$ cat config.mk
export PLATFORM = sky130hd
export DESIGN_NAME = pipeline_hazard_ctrl
export DESIGN_NICKNAME = d
export VERILOG_FILES = /design/src/rtl/pipeline_hazard_ctrl.sv
export SDC_FILE = /design/constraint.sdc
export NUM_CORES = 1
export LEC_CHECK = 0
export CAP_MARGIN = 20
export CELL_PAD_IN_SITES_DETAIL_PLACEMENT = 1
export CELL_PAD_IN_SITES_GLOBAL_PLACEMENT = 1
export CORE_MARGIN = 2
export CORE_UTILIZATION = 37
export DETAILED_ROUTE_END_ITERATION = 12
export PLACE_DENSITY_LB_ADDON = 0.1
export SYNTH_ARGS = -nofsm -noshare
export SYNTH_HDL_FRONTEND = slang
export SYNTH_SLANG_ARGS = --single-unit
export TNS_END_PERCENT = 5
$ cat constraint.sdc
create_clock -name CLK -period 5.6 [get_ports CLK]
set_clock_uncertainty 0.2 [all_clocks]
set_input_delay 0.56 -clock CLK [delete_from_list [all_inputs] [get_ports CLK]]
set_output_delay 0.56 -clock CLK [all_outputs]
set_load 0.02 [all_outputs]
$ cat src/rtl/pipeline_hazard_ctrl.sv
// Pipeline sequencing controller for the 5-stage MIPS datapath: latch enables,
// bubble injection, PC update, D-cache wait / halt tracking and stall statistics.
module pipeline_hazard_ctrl #(
  parameter int unsigned CNT_W     = 16,
  parameter int unsigned DWAIT_MAX = 255
) (
  input  logic             CLK,
  input  logic             nRST,
  input  logic             ihit,
  input  logic             dhit,
  input  logic             mem_ren,
  input  logic             mem_wen,
  input  logic             mem_halt,
  input  logic             ex_memread,
  input  logic [4:0]       ex_rt,
  input  logic [4:0]       id_rs,
  input  logic [4:0]       id_rt,
  input  logic             ex_branch_taken,
  input  logic             id_jump,
  output logic             pc_en,
  output logic             FDen,
  output logic             DEen,
  output logic             EMen,
  output logic             MWen,
  output logic             FDflush,
  output logic             DEflush,
  output logic             EMflush,
  output logic             MWflush,
  output logic             halted,
  output logic [CNT_W-1:0] stall_count,
  output logic             mem_timeout
);

  localparam int unsigned DW_W = $clog2(DWAIT_MAX + 2);

  typedef enum logic [1:0] {
    RUN    = 2'd0,
    DWAIT  = 2'd1,
    HALTED = 2'd2
  } state_e;

  state_e            state_q, state_d;
  logic [DW_W-1:0]   dwait_cnt_q, dwait_cnt_d;
  logic [CNT_W-1:0]  stall_count_q, stall_count_d;
  logic              mem_timeout_q, mem_timeout_d;

  logic pc_en_c, fd_en_c, de_en_c, em_en_c, mw_en_c;
  logic fd_fl_c, de_fl_c, em_fl_c, mw_fl_c;
  logic load_use_c;

  assign load_use_c = ex_memread && (ex_rt != 5'd0) &&
                      ((ex_rt == id_rs) || (ex_rt == id_rt));

  // Priority-ordered hazard resolution; first matching condition decides.
  always_comb begin
    pc_en_c = 1'b0;
    fd_en_c = 1'b0;
    de_en_c = 1'b0;
    em_en_c = 1'b0;
    mw_en_c = 1'b0;
    fd_fl_c = 1'b0;
    de_fl_c = 1'b0;
    em_fl_c = 1'b0;
    mw_fl_c = 1'b0;
    state_d = RUN;
    if (state_q == HALTED) begin
      state_d = HALTED;
    end else if (mem_halt) begin
      fd_en_c = 1'b1;
      de_en_c = 1'b1;
      em_en_c = 1'b1;
      mw_en_c = 1'b1;
      fd_fl_c = 1'b1;
      de_fl_c = 1'b1;
      em_fl_c = 1'b1;
      state_d = HALTED;
    end else if ((mem_ren || mem_wen) && !dhit) begin
      state_d = DWAIT;
    end else if (ex_branch_taken) begin
      pc_en_c = 1'b1;
      fd_en_c = 1'b1;
      de_en_c = 1'b1;
      em_en_c = 1'b1;
      mw_en_c = 1'b1;
      fd_fl_c = 1'b1;
      de_fl_c = 1'b1;
    end else if (load_use_c) begin
      de_en_c = 1'b1;
      em_en_c = 1'b1;
      mw_en_c = 1'b1;
      de_fl_c = 1'b1;
    end else if (id_jump) begin
      pc_en_c = 1'b1;
      fd_en_c = 1'b1;
      de_en_c = 1'b1;
      em_en_c = 1'b1;
      mw_en_c = 1'b1;
      fd_fl_c = 1'b1;
    end else if (!ihit) begin
      fd_en_c = 1'b1;
      de_en_c = 1'b1;
      em_en_c = 1'b1;
      mw_en_c = 1'b1;
      fd_fl_c = 1'b1;
    end else begin
      pc_en_c = 1'b1;
      fd_en_c = 1'b1;
      de_en_c = 1'b1;
      em_en_c = 1'b1;
      mw_en_c = 1'b1;
    end
  end

  // Wait watchdog and stall statistics; both saturate instead of wrapping.
  always_comb begin
    dwait_cnt_d   = '0;
    mem_timeout_d = mem_timeout_q;
    stall_count_d = stall_count_q;
    if (state_q == DWAIT && state_d == DWAIT && dwait_cnt_q != DW_W'(DWAIT_MAX)) begin
      dwait_cnt_d = dwait_cnt_q + DW_W'(1);
    end else if (state_q == DWAIT && state_d == DWAIT) begin
      dwait_cnt_d = dwait_cnt_q;
    end
    if (state_q == DWAIT && dwait_cnt_q == DW_W'(DWAIT_MAX)) begin
      mem_timeout_d = 1'b1;
    end
    if (!pc_en_c && state_q != HALTED && stall_count_q != {CNT_W{1'b1}}) begin
      stall_count_d = stall_count_q + CNT_W'(1);
    end
  end

  always_ff @(posedge CLK or negedge nRST) begin
    if (!nRST) begin
      state_q       <= RUN;
      dwait_cnt_q   <= '0;
      stall_count_q <= '0;
      mem_timeout_q <= 1'b0;
    end else begin
      state_q       <= state_d;
      dwait_cnt_q   <= dwait_cnt_d;
      stall_count_q <= stall_count_d;
      mem_timeout_q <= mem_timeout_d;
    end
  end

  // Reset forces every control output low regardless of the inputs.
  assign pc_en       = nRST & pc_en_c;
  assign FDen        = nRST & fd_en_c;
  assign DEen        = nRST & de_en_c;
  assign EMen        = nRST & em_en_c;
  assign MWen        = nRST & mw_en_c;
  assign FDflush     = nRST & fd_fl_c;
  assign DEflush     = nRST & de_fl_c;
  assign EMflush     = nRST & em_fl_c;
  assign MWflush     = nRST & mw_fl_c;
  assign halted      = nRST & (state_q == HALTED);
  assign stall_count = stall_count_q;
  assign mem_timeout = mem_timeout_q;

endmodule
---- Yosys cells after proc, flatten, opt, wreduce, memory -nomap -nowiden ----
Index checks and enable logic that the tools add are counted.
storage, ports and cells
  RAM bits ................................ 0
  register bits after elaboration ......... 28
  memories kept ........................... 0
  bits in latches ......................... 0
  ROM bits ................................ 0
  output and inout port bits .............. 27
operators by class
  reduce and logical (&&, ||, !) cells .... 13
  add/subtract/negate cells ............... 2
  equality and inequality tests ........... 10
  multiply operators ...................... 0
  mux-type cells .......................... 34
  bitwise gates (word level) .............. 7
  divide/modulo/power cells ............... 0
  shifts and indexed selects .............. 0
  magnitude comparators ................... 0
operators with widths
  operator                 count
  $mux W1                  30
  $mux W9                  2
  $add A16 B1 Y16 const B  1
  $ne A16 B16 Y1 const B   1
  $eq A5 B5 Y1             2
  $add A9 B1 Y9 const B    1
  $eq A9 B8 Y1 const B     1
  $ne A9 B8 Y1 const B     1
  $logic_and A1 B1 Y1      8
  $and A1 B1 Y1            7
  $reduce_bool A5 Y1       1
  $eq A2 B1 Y1 const B     2
  $mux W2                  2
  $eq A2 B2 Y1 const B     1
  $logic_not A1 Y1         2
  $logic_or A1 B1 Y1       2
  $ne A2 B1 Y1 const B     1
  $ne A2 B2 Y1 const B     1

---- Logic depth before layout (Yosys ltp) ----
  word-level depth ........................ 11
  depth in mapped cells ................... 9
  depth with buffers taken out ............ 8

---- Least setup slack after synthesis ----
OpenSTA, ideal clock, no wires.
  kind .................................... input -> output
  from .................................... input ex_rt[1]
  to ...................................... output pc_en
  slack ................................... 2.609 ns
  arrival time ............................ 2.231 ns
  required time ........................... 4.840 ns
  buffers on the path ..................... 0
  cell stages on the path ................. 5
  cell sequence ........................... or4_1 o21ai_1 or2_2 a21oi_1 nor4_1
between the ends
  longest elaborated chain between the ends .. 9
  elaborated cells between the ends (all ways) .. 12
ends and longest elaborated chain
  item                                                       line    source
  start: declaration                                         15      input logic [4:0] ex_rt,
  $eq A5 B5 Y1 or $reduce_bool A5 Y1 (tied branches)         52, 51
  $logic_or A1 B1 Y1 or $logic_and A1 B1 Y1 (tied branches)  52, 51
  $logic_and A1 B1 Y1 (*)                                    51      assign load_use_c = ex_memread && (ex_rt != 5'd0) &&
  $mux W1 (*)                                                87      end else if (load_use_c) begin
  $mux W1 (*)                                                79      end else if (ex_branch_taken) begin
  $mux W1 (*)                                                77      end else if ((mem_ren || mem_wen) && !dhit) begin
  $mux W1 (*)                                                68      end else if (mem_halt) begin
  $mux W1 (*)                                                66      if (state_q == HALTED) begin
  $and A1 B1 Y1 (*)                                          147     assign pc_en = nRST & pc_en_c;
  end: declaration                                           20      output logic pc_en,
Mark *: on every way between the ends. The rest lies on a longest branch, timed or not.

---- Worst setup path after layout ----
  from .................................... input ex_rt[2]
  to ...................................... output pc_en
The elaborated chain is that of the path after synthesis.

==> results.json <==
{
  "route.detailed.drc": 0,
  "min_period_over_period_pct": 68.9,
  "gp_congestion": 0.779,
  "hold_depth": 1,
  "arrival_ps": 3100,
  "setup_viol_count_final": 0,
  "avgSynthCellArea_um2": 9.61,
  "gr-total-overflow": 0,
  "initial_core_util_pct": 37.9,
  "clockBufferDepth": 2,
  "die_h_um": 70.1,
  "die_w_um": 70.1,
  "setup-tns-final_ps": 0,
  "cts_tree": "yes",
  "outcome": "complete, no violations",
  "ys_ff_latch": 28,
  "ctsHoldBuffers": 0,
  "r2r_slack_ps": 3210,
  "numCtsBuffers": 3,
  "r2r_cells": 6,
  "synth.yosys.warnings": 0,
  "ir_drop_v": 0.000130,
  "cts_setup_buffers": 0,
  "h-tree-depth": 1,
  "worstHoldStart": "mem_timeout",
  "wl_per_cell_um": 14.8,
  "r2r_end": "stall_count[7]",
  "num_vias": 1352,
  "finalNetCount": 247,
  "viasPerCell": 5.03,
  "max_freq_mhz": 259,
  "max_stage_delay_ps": 700,
  "ant_nets": 0,
  "syn_area_um2": 1620,
  "end_kind": "output port",
  "die_area_um2": 4910,
  "drive_above_1_share_pct": 5.53,
  "synth_edf_count": 0,
  "r2r-start": "stall_count[0]",
  "synth_nets": 196,
  "placementRows": 24,
  "holdPathEnd": "mem_timeout",
  "path_common_cell": "clkdlybuf4s50_1",
  "io_pins": 52,
  "place_ws_ps": 1720,
  "grt_pass1_vias": 1434,
  "antenna_cells": 0,
  "grt_pass1_wl_mm": 6.87,
  "async_flop_share_pct": 100,
  "synthFlopType": "dfrtp_1",
  "crit_type": "in -> out",
  "clock_sinks": 28,
  "drt-pass1-iter-count": 4,
  "syn_inst": 168,
  "grt_max_degree": 32,
  "clk_latency_ps": 270,
  "p_leak_nw": 0.951,
  "cp_slowest_cell": "clkdlybuf4s50_1",
  "hpwlAfterDp_mm": 3.19,
  "power_mw": 0.371,
  "min_path_type": "reg -> reg",
  "fillers": 477,
  "numPortBuffers": 50,
  "first_iter_violations": 76,
  "relSlewSlack_pct": 59.8,
  "cp_max_fo": 3,
  "yosysSeqAreaShare_pct": 43.4,
  "worstPathCellList": "clkdlybuf4s50_1, or4_1, o21ai_1, or2_2, a21oi_1, nor4_1, clkdlybuf4s50_1",
  "core_um2": 4260,
  "tightestPinTransition_ps": 603,
  "synth_cell_type_count": 38,
  "wirelength_mm": 3.99,
  "finalMaxSlewViolations": 0,
  "maxCapViolCount": 0,
  "worst_slack_ps": 1740,
  "cts_root_buf": "clkbuf_8",
  "power_density_nw_per_um2": 169,
  "grt_usage_pct": 17.3,
  "rsz0062_at_grt": "no",
  "antenna_found_initial": 0,
  "required_ps": 4840,
  "worstSetupStartpointType": "primary input",
  "area_delta_synth_final_pct": 36.2,
  "timing.final.hold_violations": 0,
  "cts.clk_slew.worst_paths_ps": 100,
  "fin_crit_ps": 3860,
  "cts_resized": 0
}
## placed cells by master (no fill, tap or decap), types with 2 or more instances in the layout
master           instances
xor2_1                  19
nand4_1                  4
nand2b_1                 4
nor3_1                   7
nor2b_1                  3
inv_1                    5
nor2_1                  25
and3_1                   2
dfrtp_1                 28
clkdlybuf4s50_1         50
or2_2                    2
nand3_1                  6
a21oi_1                  5
nor3_2                   2
ha_1                     3
xnor2_1                 12
clkbuf_8                 3
nand2_1                 16
## registers in the layout, indices dropped and copies added, names as in the netlist
signal       cells
stall_count     16
dwait_cnt_q      9
state_q          2
mem_timeout      1
## cells by family (layout without fill, tap and decap cells)
kind of cell / after synthesis / after routing / share of synthesized area [%]
multiplexers: 1 / 1 / 0.620
buffers and inverters: 10 / 59 / 3.02
AND/OR/NAND/NOR: 79 / 79 / 25.3
other: 1 / 1 / 0.232
adder cells (fa/ha/maj): 3 / 3 / 2.32
flip-flops: 28 / 28 / 43.4
XOR/XNOR: 31 / 31 / 16.8
AO/OA/AOI/OAI: 15 / 15 / 8.29
## stage by stage
stage | area (um2) | instances | util [%] | hold slack (ps)
CTS | 2200 | 269 | 51.6 | 276
global route | 2200 | 269 | 51.6 | 285
floorplan | 1620 | 168 | - | 64.4
global placement | 2160 | 266 | 50.6 | 239
detailed placement | 2160 | 266 | 50.6 | 251
finish | 2200 | 269 | 51.6 | 282
## worst max-delay path, delay by kind of cell
kind	cells	cell delay, ps
buffers and inverters	2	1180
and+or+nand+nor	3	1030
AOI/OAI and AO/OA	2	330
## where the power goes
part	leakage, nW	internal (mW)	switching, mW
combinational	0.560	0.0290	0.0248
clock	0.0216	0.0483	0.0602
sequential	0.369	0.205	0.00403
## final cells by class
cell class / count / area, um2 / share of cell area, %
multi-input cells: 130 / 866 / 39.4
inverters: 5 / 18.8 / 0.853
repair buffers: 51 / 508 / 23.1
flip-flops and latches: 28 / 701 / 31.9
well taps: 52 / 65.1 / 2.96
clock buffers: 3 / 41.3 / 1.88
## synth_stat cells (2+ instances only)
library cell	n	area (um2)
a21oi_1	5	25.0
and3_1	2	12.5
buf_4	3	22.5
clkbuf_1	2	7.51
dfrtp_1	28	701
ha_1	3	37.5
inv_1	5	18.8
nand2_1	16	60.1
nand2b_1	4	25.0
nand3_1	6	30.0
nand4_1	4	25.0
nor2_1	25	93.8
nor2b_1	3	18.8
nor3_1	7	35.0
nor3_2	2	20.0
or2_2	2	12.5
xnor2_1	12	105
xor2_1	19	166
## layer usage
layer	global-route usage, %	routed length, um	vias to the layer above
met4	3.63	76	0
met2	31.5	2100	30
met3	3.03	112	8
met5	0	0	-
met1	21.4	1710	653
li1	-	-	661
## how the worst max path moves through the flow
stage	start	to	slack (ps)	cells past startpoint
detailed placement	ex_rt[2]	pc_en	1720	7
global route	ex_rt[2]	pc_en	1550	7
finish	ex_rt[2]	pc_en	1740	7
floorplan	ex_rt[1]	pc_en	2610	5
CTS	ex_rt[2]	pc_en	1710	7
global placement	ex_rt[1]	pc_en	1880	7
(Power assumes the default switching activity.)
